<file path="config.mk">
export PLATFORM = sky130hd
export DESIGN_NAME = telemetry_tx_sequencer
export DESIGN_NICKNAME = d
export VERILOG_FILES = /design/src/rtl/telemetry_tx_sequencer_pkg.sv /design/src/rtl/telemetry_payload_snapshot.sv /design/src/rtl/telemetry_tx_sequencer.sv
export SDC_FILE = /design/constraint.sdc
export NUM_CORES = 1
export LEC_CHECK = 0
export CORE_AREA = 2 2 149 151
export CTS_BUF_LIST = sky130_fd_sc_hd__clkbuf_2 sky130_fd_sc_hd__clkbuf_4 sky130_fd_sc_hd__clkbuf_8
export CTS_CLUSTER_SIZE = 30
export DETAILED_ROUTE_END_ITERATION = 10
export DIE_AREA = 0 0 151 153
export DONT_BUFFER_PORTS = 1
export GPL_ROUTABILITY_DRIVEN = 0
export GPL_TIMING_DRIVEN = 0
export PLACE_DENSITY = 0.56
export SLEW_MARGIN = 0
export SYNTH_ARGS = -nofsm -noshare
export SYNTH_HDL_FRONTEND = slang
export SYNTH_HIERARCHICAL = 1
export SYNTH_SLANG_ARGS = --single-unit
</file>
<file path="constraint.sdc">
create_clock -name TELEMETRY_TX_SEQUENCER_CLOCK_50 -period 8.1 [get_ports TELEMETRY_TX_SEQUENCER_CLOCK_50]
set_input_delay 0.405 -clock TELEMETRY_TX_SEQUENCER_CLOCK_50 [delete_from_list [all_inputs] [get_ports TELEMETRY_TX_SEQUENCER_CLOCK_50]]
set_output_delay 0.405 -clock TELEMETRY_TX_SEQUENCER_CLOCK_50 [all_outputs]
set_load 0.01 [all_outputs]
</file>
<file path="src/rtl/telemetry_tx_sequencer_pkg.sv">
// Shared request codes, payload lengths and FSM encoding for the telemetry transmit path.
// The command interpreter decodes the same request codes.
package telemetry_tx_sequencer_pkg;

  localparam int INT_WIDTH   = 8;
  localparam int N_WIDTH     = 32;
  localparam int MAX_PAYLOAD = 16;
  localparam int IDX_WIDTH   = 5;

  localparam logic [INT_WIDTH-1:0] REQ_POSE     = 8'h70;  // 'p'
  localparam logic [INT_WIDTH-1:0] REQ_RPM      = 8'h72;  // 'r'
  localparam logic [INT_WIDTH-1:0] REQ_DIST     = 8'h64;  // 'd'
  localparam logic [INT_WIDTH-1:0] REQ_BEHAVIOR = 8'h62;  // 'b'
  localparam logic [INT_WIDTH-1:0] REQ_IMU      = 8'h6D;  // 'm'

  localparam logic [IDX_WIDTH-1:0] LEN_POSE     = 5'd12;
  localparam logic [IDX_WIDTH-1:0] LEN_RPM      = 5'd4;
  localparam logic [IDX_WIDTH-1:0] LEN_DIST     = 5'd16;
  localparam logic [IDX_WIDTH-1:0] LEN_BEHAVIOR = 5'd1;
  localparam logic [IDX_WIDTH-1:0] LEN_IMU      = 5'd12;

  typedef enum logic [2:0] {
    ST_IDLE,
    ST_LOAD,
    ST_HEADER,
    ST_PAYLOAD,
    ST_CHECKSUM
  } txState_t;

  // A length of zero marks an unknown request code.
  function automatic logic [IDX_WIDTH-1:0] payloadLen(input logic [INT_WIDTH-1:0] code);
    case (code)
      REQ_POSE:     return LEN_POSE;
      REQ_RPM:      return LEN_RPM;
      REQ_DIST:     return LEN_DIST;
      REQ_BEHAVIOR: return LEN_BEHAVIOR;
      REQ_IMU:      return LEN_IMU;
      default:      return '0;
    endcase
  endfunction

endpackage

</file>
<file path="src/rtl/telemetry_payload_snapshot.sv">
// Captures the sensor words selected by a request code into a byte buffer, MSB first,
// and serves one byte by index so the frame stays coherent while sensors keep changing.
module telemetry_payload_snapshot
  import telemetry_tx_sequencer_pkg::*;
(
  input  logic                 clk,
  input  logic                 load,
  input  logic [INT_WIDTH-1:0] code,
  input  logic [N_WIDTH-1:0]   posX,
  input  logic [N_WIDTH-1:0]   posY,
  input  logic [N_WIDTH-1:0]   theta,
  input  logic [INT_WIDTH-1:0] rpm1,
  input  logic [INT_WIDTH-1:0] rpm2,
  input  logic [INT_WIDTH-1:0] rpm3,
  input  logic [INT_WIDTH-1:0] rpm4,
  input  logic [N_WIDTH-1:0]   dist1,
  input  logic [N_WIDTH-1:0]   dist2,
  input  logic [N_WIDTH-1:0]   dist3,
  input  logic [N_WIDTH-1:0]   dist4,
  input  logic [INT_WIDTH-1:0] behavior,
  input  logic [N_WIDTH-1:0]   imuX,
  input  logic [N_WIDTH-1:0]   imuY,
  input  logic [N_WIDTH-1:0]   imuZ,
  input  logic [3:0]           readIdx,
  output logic [INT_WIDTH-1:0] readByte
);

  // Byte 0 of the payload sits in the most significant byte of snapReg.
  logic [MAX_PAYLOAD*INT_WIDTH-1:0] snapReg;
  logic [3:0]                       bytePos;

  always_ff @(posedge clk) begin
    if (load) begin
      case (code)
        REQ_POSE:     snapReg <= {posX, posY, theta, 32'h0};
        REQ_RPM:      snapReg <= {rpm1, rpm2, rpm3, rpm4, 96'h0};
        REQ_DIST:     snapReg <= {dist1, dist2, dist3, dist4};
        REQ_BEHAVIOR: snapReg <= {behavior, 120'h0};
        REQ_IMU:      snapReg <= {imuX, imuY, imuZ, 32'h0};
        default:      snapReg <= '0;
      endcase
    end
  end

  assign bytePos  = 4'(MAX_PAYLOAD - 1) - readIdx;
  assign readByte = snapReg[{bytePos, 3'b000} +: INT_WIDTH];

endmodule

</file>
<file path="src/rtl/telemetry_tx_sequencer.sv">
// Streams one framed telemetry reply (header, snapshot payload, 8-bit sum) into the UART TX.
// TX handshake: a byte moves on a clock edge with TXVALID=1 and TXREADY=1; TXVALID/TXDATA hold otherwise.
module telemetry_tx_sequencer
  import telemetry_tx_sequencer_pkg::*;
(
  input  logic                 TELEMETRY_TX_SEQUENCER_CLOCK_50,
  input  logic                 TELEMETRY_TX_SEQUENCER_RESET_InLow,
  input  logic                 TELEMETRY_TX_SEQUENCER_REQVALID_In,
  input  logic [INT_WIDTH-1:0] TELEMETRY_TX_SEQUENCER_REQCODE_InBus,
  input  logic [N_WIDTH-1:0]   TELEMETRY_TX_SEQUENCER_POSX_InBus,
  input  logic [N_WIDTH-1:0]   TELEMETRY_TX_SEQUENCER_POSY_InBus,
  input  logic [N_WIDTH-1:0]   TELEMETRY_TX_SEQUENCER_THETA_InBus,
  input  logic [INT_WIDTH-1:0] TELEMETRY_TX_SEQUENCER_RPM1_InBus,
  input  logic [INT_WIDTH-1:0] TELEMETRY_TX_SEQUENCER_RPM2_InBus,
  input  logic [INT_WIDTH-1:0] TELEMETRY_TX_SEQUENCER_RPM3_InBus,
  input  logic [INT_WIDTH-1:0] TELEMETRY_TX_SEQUENCER_RPM4_InBus,
  input  logic [N_WIDTH-1:0]   TELEMETRY_TX_SEQUENCER_DIST1_InBus,
  input  logic [N_WIDTH-1:0]   TELEMETRY_TX_SEQUENCER_DIST2_InBus,
  input  logic [N_WIDTH-1:0]   TELEMETRY_TX_SEQUENCER_DIST3_InBus,
  input  logic [N_WIDTH-1:0]   TELEMETRY_TX_SEQUENCER_DIST4_InBus,
  input  logic [INT_WIDTH-1:0] TELEMETRY_TX_SEQUENCER_BEHAVIOR_InBus,
  input  logic [N_WIDTH-1:0]   TELEMETRY_TX_SEQUENCER_IMUX_InBus,
  input  logic [N_WIDTH-1:0]   TELEMETRY_TX_SEQUENCER_IMUY_InBus,
  input  logic [N_WIDTH-1:0]   TELEMETRY_TX_SEQUENCER_IMUZ_InBus,
  input  logic                 TELEMETRY_TX_SEQUENCER_TXREADY_In,
  output logic                 TELEMETRY_TX_SEQUENCER_TXVALID_Out,
  output logic [INT_WIDTH-1:0] TELEMETRY_TX_SEQUENCER_TXDATA_OutBus,
  output logic                 TELEMETRY_TX_SEQUENCER_BUSY_Out,
  output logic                 TELEMETRY_TX_SEQUENCER_DONE_Out,
  output logic                 TELEMETRY_TX_SEQUENCER_OVERRUN_Out,
  output txState_t             TELEMETRY_TX_SEQUENCER_STATE_OutBus
);

  txState_t             state, stateNext;
  logic [INT_WIDTH-1:0] codeReg, codeNext;
  logic [IDX_WIDTH-1:0] lenReg, lenNext;
  logic [IDX_WIDTH-1:0] idx, idxNext;
  logic [INT_WIDTH-1:0] checksum, checksumNext;
  logic [INT_WIDTH-1:0] txData, txDataNext;
  logic                 txValid, txValidNext;
  logic                 done, doneNext;
  logic                 overrun, overrunNext;
  logic                 knownReq, handshake, loadSnapshot;
  logic [3:0]           readIdx;
  logic [INT_WIDTH-1:0] readByte;
  logic [INT_WIDTH-1:0] sumWithByte;

  assign knownReq    = TELEMETRY_TX_SEQUENCER_REQVALID_In
                       && (payloadLen(TELEMETRY_TX_SEQUENCER_REQCODE_InBus) != '0);
  assign handshake   = txValid && TELEMETRY_TX_SEQUENCER_TXREADY_In;
  assign sumWithByte = checksum + txData;
  // TXDATA is registered, so the buffer is read one byte ahead of the byte on the wire.
  assign readIdx     = (state == ST_PAYLOAD) ? (idx[3:0] + 4'd1) : idx[3:0];

  telemetry_payload_snapshot uSnapshot (
    .clk      (TELEMETRY_TX_SEQUENCER_CLOCK_50),
    .load     (loadSnapshot),
    .code     (TELEMETRY_TX_SEQUENCER_REQCODE_InBus),
    .posX     (TELEMETRY_TX_SEQUENCER_POSX_InBus),
    .posY     (TELEMETRY_TX_SEQUENCER_POSY_InBus),
    .theta    (TELEMETRY_TX_SEQUENCER_THETA_InBus),
    .rpm1     (TELEMETRY_TX_SEQUENCER_RPM1_InBus),
    .rpm2     (TELEMETRY_TX_SEQUENCER_RPM2_InBus),
    .rpm3     (TELEMETRY_TX_SEQUENCER_RPM3_InBus),
    .rpm4     (TELEMETRY_TX_SEQUENCER_RPM4_InBus),
    .dist1    (TELEMETRY_TX_SEQUENCER_DIST1_InBus),
    .dist2    (TELEMETRY_TX_SEQUENCER_DIST2_InBus),
    .dist3    (TELEMETRY_TX_SEQUENCER_DIST3_InBus),
    .dist4    (TELEMETRY_TX_SEQUENCER_DIST4_InBus),
    .behavior (TELEMETRY_TX_SEQUENCER_BEHAVIOR_InBus),
    .imuX     (TELEMETRY_TX_SEQUENCER_IMUX_InBus),
    .imuY     (TELEMETRY_TX_SEQUENCER_IMUY_InBus),
    .imuZ     (TELEMETRY_TX_SEQUENCER_IMUZ_InBus),
    .readIdx  (readIdx),
    .readByte (readByte)
  );

  always_comb begin
    stateNext    = state;
    codeNext     = codeReg;
    lenNext      = lenReg;
    idxNext      = idx;
    checksumNext = checksum;
    txDataNext   = txData;
    txValidNext  = txValid;
    doneNext     = 1'b0;
    overrunNext  = overrun;
    loadSnapshot = 1'b0;

    if (knownReq && (state != ST_IDLE)) overrunNext = 1'b1;

    case (state)
      ST_IDLE: begin
        if (knownReq) begin
          stateNext    = ST_LOAD;
          codeNext     = TELEMETRY_TX_SEQUENCER_REQCODE_InBus;
          lenNext      = payloadLen(TELEMETRY_TX_SEQUENCER_REQCODE_InBus);
          loadSnapshot = 1'b1;
        end
      end
      ST_LOAD: begin
        txDataNext   = codeReg;
        txValidNext  = 1'b1;
        checksumNext = codeReg;
        idxNext      = '0;
        stateNext    = ST_HEADER;
      end
      ST_HEADER: begin
        if (handshake) begin
          txDataNext = readByte;
          stateNext  = ST_PAYLOAD;
        end
      end
      ST_PAYLOAD: begin
        if (handshake) begin
          checksumNext = sumWithByte;
          if (idx == lenReg - 5'd1) begin
            txDataNext = sumWithByte;
            stateNext  = ST_CHECKSUM;
          end else begin
            idxNext    = idx + 5'd1;
            txDataNext = readByte;
          end
        end
      end
      ST_CHECKSUM: begin
        if (handshake) begin
          txValidNext = 1'b0;
          doneNext    = 1'b1;
          stateNext   = ST_IDLE;
        end
      end
      default: stateNext = ST_IDLE;
    endcase
  end

  always_ff @(posedge TELEMETRY_TX_SEQUENCER_CLOCK_50) begin
    if (!TELEMETRY_TX_SEQUENCER_RESET_InLow) begin
      state    <= ST_IDLE;
      codeReg  <= '0;
      lenReg   <= '0;
      idx      <= '0;
      checksum <= '0;
      txData   <= '0;
      txValid  <= 1'b0;
      done     <= 1'b0;
      overrun  <= 1'b0;
    end else begin
      state    <= stateNext;
      codeReg  <= codeNext;
      lenReg   <= lenNext;
      idx      <= idxNext;
      checksum <= checksumNext;
      txData   <= txDataNext;
      txValid  <= txValidNext;
      done     <= doneNext;
      overrun  <= overrunNext;
    end
  end

  assign TELEMETRY_TX_SEQUENCER_TXVALID_Out   = txValid;
  assign TELEMETRY_TX_SEQUENCER_TXDATA_OutBus = txData;
  assign TELEMETRY_TX_SEQUENCER_BUSY_Out      = (state != ST_IDLE);
  assign TELEMETRY_TX_SEQUENCER_DONE_Out      = done;
  assign TELEMETRY_TX_SEQUENCER_OVERRUN_Out   = overrun;
  assign TELEMETRY_TX_SEQUENCER_STATE_OutBus  = state;

endmodule
</file>
Word level (Yosys, flattened, before mapping)
Index checks and enable logic that the tools add are counted.
{"block": "op_classes", "n_reduce_logical": 17, "shifts": 1, "eq_ne": 16, "addsub": 5, "mux": 23}
{"operator": "$pmux W128 S5", "count": 1}
{"operator": "$shiftx A128 B8 Y8", "count": 1}
{"operator": "$eq A8 B7 Y1 const B", "count": 5}
{"operator": "$mux W8", "count": 4}
{"operator": "$pmux W8 S3", "count": 1}
{"operator": "$pmux W5 S4", "count": 1}
{"operator": "$pmux W8 S2", "count": 1}
{"operator": "$mux W3", "count": 5}
{"operator": "$pmux W3 S5", "count": 1}
{"operator": "$mux W5", "count": 2}
{"operator": "$ne A2 B2 Y1 const B", "count": 5}
{"operator": "$pmux W5 S2", "count": 1}
{"operator": "$add A8 B8 Y8", "count": 1}
{"operator": "$reduce_and A2 Y1", "count": 4}
{"operator": "$eq A3 B2 Y1 const B", "count": 2}
{"operator": "$reduce_and A3 Y1", "count": 2}
{"operator": "$reduce_bool A3 Y1", "count": 2}
{"operator": "$add A5 B1 Y5 const B", "count": 1}
{"operator": "$eq A5 B5 Y1", "count": 1}
{"operator": "$reduce_and A5 Y1", "count": 1}
{"operator": "$reduce_bool A5 Y1", "count": 1}
{"operator": "$sub A5 B1 Y5 const B", "count": 1}
{"operator": "$add A4 B1 Y4 const B", "count": 1}
{"operator": "$mux W1", "count": 4}
{"operator": "10 further kinds", "count": 13}
{"block": "word_totals", "register_bits": 168}

Logic depth before layout (Yosys ltp)
{"block": "depth", "depth_word": 7, "mapped_depth": 15, "mapped_depth_nobuf": 12}

Hierarchy
Netlist, hierarchy kept.
{"mod": "telemetry_payload_snapshot", "instances": 1, "seq_area_each_um2": 3843.7, "area_per_inst_um2": 7383.3, "cells_each": 591}
{"mod": "telemetry_tx_sequencer", "instances": 1, "seq_area_each_um2": 780.7, "area_per_inst_um2": 2423.6, "cells_each": 304}

Worst setup path after synthesis
Ideal clock, no wire load.
{"block": "synth_path", "kind": "input-to-reg", "from": "in TELEMETRY_TX_SEQUENCER_REQCODE_InBus[1]", "to": "reg uSnapshot.snapReg[0], enable pin", "path_slack_ns": 3.477, "n_path_buf": 1, "t_arrival_ns": 4.141, "required_ns": 7.619, "stages": 5, "cell_sequence": "or3b_4 -> a2111oi_4 -> o211ai_2 -> clkbuf_1 -> inv_1"}
{"block": "synth_between", "elab_chain_len": 7, "elab_cells_between_ends": 11}
{"item": "start: declaration", "line": "telemetry_tx_sequencer.sv:9", "source": "input logic [INT_WIDTH-1:0] TELEMETRY_TX_SEQUENCER_REQCODE_InBus,"}
{"item": "$eq A8 B7 Y1", "line": "telemetry_tx_sequencer_pkg.sv:32", "source": "case (code)"}
{"item": "$reduce_or A2 Y1 (no line)"}
{"item": "$pmux W5 S4 *", "line": "telemetry_tx_sequencer_pkg.sv:32"}
{"item": "$reduce_bool A5 Y1 *", "line": "telemetry_tx_sequencer.sv:49", "source": "&& (payloadLen(TELEMETRY_TX_SEQUENCER_REQCODE_InBus) != '0);"}
{"item": "$logic_and A1 B1 Y1 *", "line": "telemetry_tx_sequencer.sv:49"}
{"item": "$mux W1 *", "line": "telemetry_tx_sequencer.sv:94", "source": "if (knownReq) begin"}
{"item": "$mux W1 *", "line": "telemetry_tx_sequencer.sv:92", "source": "case (state)"}
{"item": "via loadSnapshot", "line": "telemetry_tx_sequencer.sv:43", "source": "logic knownReq, handshake, loadSnapshot;"}
{"item": "end signal: assignment", "line": "telemetry_payload_snapshot.sv:37", "source": "REQ_DIST: snapReg <= {dist1, dist2, dist3, dist4};"}
{"item": "end signal: assignment", "line": "telemetry_payload_snapshot.sv:38", "source": "REQ_BEHAVIOR: snapReg <= {behavior, 120'h0};"}
{"item": "end signal: assignment", "line": "telemetry_payload_snapshot.sv:39", "source": "REQ_IMU: snapReg <= {imuX, imuY, imuZ, 32'h0};"}
{"item": "end: declaration", "line": "telemetry_payload_snapshot.sv:29", "source": "logic [MAX_PAYLOAD*INT_WIDTH-1:0] snapReg;"}
The timed path passes the listed nets; every way through them passes the cells marked *.
A chain may end at the register's enable or synchronous reset.

Worst setup path in the final report
{"block": "layout_path", "from": "reg state[0] (netlist: TELEMETRY_TX_SEQUENCER_STATE_OutBus[0])", "to": "reg txData[5] (netlist: TELEMETRY_TX_SEQUENCER_TXDATA_OutBus[5])"}
{"block": "layout_between", "elab_chain_len": 7, "elab_cells_between_ends": 14}
{"item": "start: declaration", "line": "telemetry_tx_sequencer.sv:34", "source": "txState_t state, stateNext;"}
{"item": "start signal: assignment", "line": "telemetry_tx_sequencer.sv:149", "source": "state <= stateNext;"}
{"item": "$eq A3 B2 Y1 *", "line": "telemetry_tx_sequencer.sv:53", "source": "assign readIdx = (state == ST_PAYLOAD) ? (idx[3:0] + 4'd1) : idx[3:0];"}
{"item": "$mux W4 *", "line": "telemetry_tx_sequencer.sv:53"}
{"item": "via readIdx[0]", "line": "telemetry_tx_sequencer.sv:44", "source": "logic [3:0] readIdx;"}
{"item": "$sub A4 B4 Y4 *", "line": "telemetry_payload_snapshot.sv:45", "source": "assign bytePos = 4'(MAX_PAYLOAD - 1) - readIdx;"}
{"item": "$shiftx A128 B8 Y8 *", "line": "telemetry_payload_snapshot.sv:46", "source": "assign readByte = snapReg[{bytePos, 3'b000} +: INT_WIDTH];"}
{"item": "via readByte[5]", "line": "telemetry_tx_sequencer.sv:45", "source": "logic [INT_WIDTH-1:0] readByte;"}
{"item": "$mux W8", "line": "telemetry_tx_sequencer.sv:117", "source": "if (idx == lenReg - 5'd1) begin"}
{"item": "$mux W8", "line": "telemetry_tx_sequencer.sv:115", "source": "if (handshake) begin"}
{"item": "$pmux W8 S3 *", "line": "telemetry_tx_sequencer.sv:92"}
{"item": "end signal: assignment", "line": "telemetry_tx_sequencer.sv:154", "source": "txData <= txDataNext;"}
{"item": "end: declaration", "line": "telemetry_tx_sequencer.sv:39", "source": "logic [INT_WIDTH-1:0] txData, txDataNext;"}
The timed path passes the listed nets; every way through them passes the cells marked *. The select of a mux whose other input is x is not followed.

==> flow_metrics.env <==
export IMPL_syn_avg_cell_area_um2=11.0
export IMPL_status="finished, final reports clean"
export IMPL_synth_distinct_cells=62
export IMPL_power_density_mw_per_mm2=153
export IMPL_drc=0
export IMPL_power_total_mw=1.63
export IMPL_fin_area_mm2=0.0106
export IMPL_ys_flop_type="edfxtp_1"
export IMPL_final_cell_mix="edfxtp_1, nor3_1, a221o_1"
export IMPL_postCtsHoldBufs=0
export IMPL_grt_overflow=0
export IMPL_start_util_pct=45.6
export IMPL_worst_path_max_fanout=10
export IMPL_setup_violations_final=0
export IMPL_die_width_um=151
export IMPL_cp_end_kind="register"
export IMPL_vias_per_cell=6.58
export IMPL_synth_nets=1278
export IMPL_dp_cells=1176
export IMPL_tightest_slew_ns=1.00
export IMPL_drive_gt1_share_pct=10.3
export IMPL_fin_cells=1209
export IMPL_cts_repair_resized=0
export IMPL_hold_path_class="primary input to register"
export IMPL_met1_length_um=13500
export IMPL_nFillCells=2003
export IMPL_rsz0062_at_grt="false"
export IMPL_cp_data_arrival_time_ns=4.91
export IMPL_ys_warn_count=6
export IMPL_seq_area_mm2=0.00462
export IMPL_synthCells=895
export IMPL_cts_max_path_buffers=2
export IMPL_die_h_um=153
export IMPL_synth_edf_count=128
export IMPL_synth_top_area_share_pct=39.2
export IMPL_coreArea_mm2=0.0215
export IMPL_drt_initial_drc_count=706
export IMPL_dr_wl_met3_um=2690
export IMPL_cts_sinks=167
export IMPL_pin_count=387
export IMPL_routed_via_count=7950
export IMPL_place_area_mm2=0.0102
export IMPL_finalHoldViolations=0
export IMPL_die_area_mm2=0.0231
export IMPL_routed_wirelength_um=33700
export IMPL_ys_seq_area_share_pct=47.2
export IMPL_grt_usage_pct=28.9
export IMPL_ys_top_cells_by_area="edfxtp_1, a221o_1, dfxtp_1"
export IMPL_yosys_area_share_simple_pct=14.3
export IMPL_muxShareOfSynthArea_pct=11.5
export IMPL_vdd_ir_drop_max_v=0.0000980
export IMPL_fin_crit_sh_pct=56.5
export IMPL_drv_cap=0
export IMPL_synth_xor_area_share_pct=1.26
export IMPL_path_class="register to register"
export IMPL_cp_start_kind="register"
export IMPL_highest_layer="met4"
export IMPL_grt_pass1_wl_um=49200
export IMPL_synth_ff_latch_count=167
export IMPL_clock_skew_ns=0.0182
export IMPL_async_flop_share_pct=0
export IMPL_firstDrtPassIters=5
export IMPL_layout_commonest_cell="edfxtp_1"
export IMPL_htree_levels=4
export IMPL_layout_nets=1298
export IMPL_fin_crit_ns=4.58
export IMPL_syn_area_mm2=0.00981
export IMPL_dp_hpwl_um=26900
export IMPL_p_leak_nw=4.11
export IMPL_final_setup_tns_ns=0
export IMPL_fmax_mhz=218
export IMPL_synth_top_family_by_area="compound AO/OA/AOI/OAI gates"
export IMPL_multi_input_area_mm2=0.00457
export IMPL_met2WireLength_um=16600
export IMPL_synthToLayoutAreaGrowth_pct=8.24
export IMPL_grt_max_degree=79
export IMPL_relSlewSlack_pct=32.6
export IMPL_cts_reportedPaths_clkPinSlew_ns=0.10
export IMPL_cts_root_buf="clkbuf_8"
export IMPL_grt_pass1_vias=8093
export IMPL_postRouteAntennaNets=0
export IMPL_row_count=54
export IMPL_antenna_found_initial=1
export IMPL_clk_latency_ns=0.46
export IMPL_numCtsBuffers=17
export IMPL_synth_compound_area_share_pct=18.1
export IMPL_io_buffers=0
export IMPL_maxSlewViolCount=0
export IMPL_cts_tree="yes"
export IMPL_synthAdderAreaFrac_pct=1.48
export IMPL_synth_top_area_cell="edfxtp_1"
export IMPL_required_ns=8.44
export IMPL_postCtsSetupRepairBufs=0
export IMPL_wire_per_inst_um=27.8
[registers in the layout, indices dropped and copies added (netlist names)]
signal / flops
TELEMETRY_TX_SEQUENCER_STATE_OutBus: 3
TELEMETRY_TX_SEQUENCER_TXVALID_Out: 1
idx: 5
lenReg: 4
TELEMETRY_TX_SEQUENCER_OVERRUN_Out: 1
uSnapshot/snapReg: 128
TELEMETRY_TX_SEQUENCER_TXDATA_OutBus: 8
codeReg: 8
TELEMETRY_TX_SEQUENCER_DONE_Out: 1
checksum: 8
[layout make-up]
type | instances | area share, %
antenna | 1 | 0.0236
multi-input combinational | 574 | 43.1
clock inverter | 15 | 1.78
sequential | 167 | 43.6
inverter | 81 | 2.91
timing repair buffer | 1 | 0.259
buffer | 73 | 2.90
tap | 280 | 3.30
clock buffer | 17 | 2.20
[layer usage]
| metal | GRT usage, % | up-vias |
|---|---|---|
| met5 | 0 | - |
| met4 | 7.79 | 0 |
| met3 | 6.72 | 59 |
| met2 | 48.0 | 394 |
| met1 | 37.9 | 3976 |
| li1 | - | 3521 |
[where the power goes]
group / internal, mW / switching, mW
registers: 0.911 / 0.00164
clock network: 0.312 / 0.327
logic: 0.0266 / 0.0459
total: 1.25 / 0.375
[worst max-delay path: stages (launching register included)]
cell and delay [ns]:
dfxtp_1 0.43, clkbuf_1 0.41, nand2_1 0.24, inv_1 0.29
buf_1 0.44, ha_1 0.33, inv_1 0.05, clkbuf_1 0.23
buf_2 0.44, mux4_2 0.59, a22oi_1 0.30, nand2_1 0.13
o21ai_0 0.22, o211ai_1 0.12, o21ai_0 0.13, a21oi_1 0.11
[kinds of logic after synthesis]
logic type / Yosys count
mux: 73
xor+xnor: 11
fa+ha+maj: 11
flops: 167
buf+inv: 154
compound gates: 215
simple gates: 264
[per-stage QoR]
step | util [%] | setup slack, ns | hold slack, ns
after floorplan | - | 3.48 | 0.450
after global placement | 47.3 | 2.39 | 0.469
after detailed placement | 47.4 | 3.65 | 0.482
after CTS | 49.4 | 3.58 | 0.0909
after global routing | 49.4 | 3.16 | 0.0947
final | 49.4 | 3.52 | 0.118
[cell usage after synthesis, drive strengths merged, types with 2 or more instances]
library cell and n:
o211a 2, o31ai 3, a221o 95, nor3b 4, or4 2, a21oi 19, mux2i 41, or3 7
buf 26, o21a 6, o21ai 29, nand4b 2, xnor3 2, a22o 8, o22ai 3, nor4 3
clkbuf 47, nor2b 12, mux4 32, a21boi 5, xor2 3, and2 36, a41oi 2, nand3 11
a22oi 16, inv 81, nand2 45, nor3 104, nor4b 2, or3b 3, dfxtp 39, edfxtp 128
nand3b 3, xnor2 6, ha 10, nand2b 2, nor2 22, o211ai 6, a31oi 7, a211oi 5
o311a 2
[worst paths after layout]
check	startpoint	cells past startpoint	endpoint	slack, ns
max	TELEMETRY_TX_SEQUENCER_STATE_OutBus[0]	15	TELEMETRY_TX_SEQUENCER_TXDATA_OutBus[5]	3.52
min	TELEMETRY_TX_SEQUENCER_REQCODE_InBus[3]	2	codeReg[3]	0.12
max reg2reg	TELEMETRY_TX_SEQUENCER_STATE_OutBus[0]	15	TELEMETRY_TX_SEQUENCER_TXDATA_OutBus[5]	3.52
min reg2reg	lenReg[4]	2	lenReg[4]	0.49
Note: power is estimated with default switching activity, not from simulation.
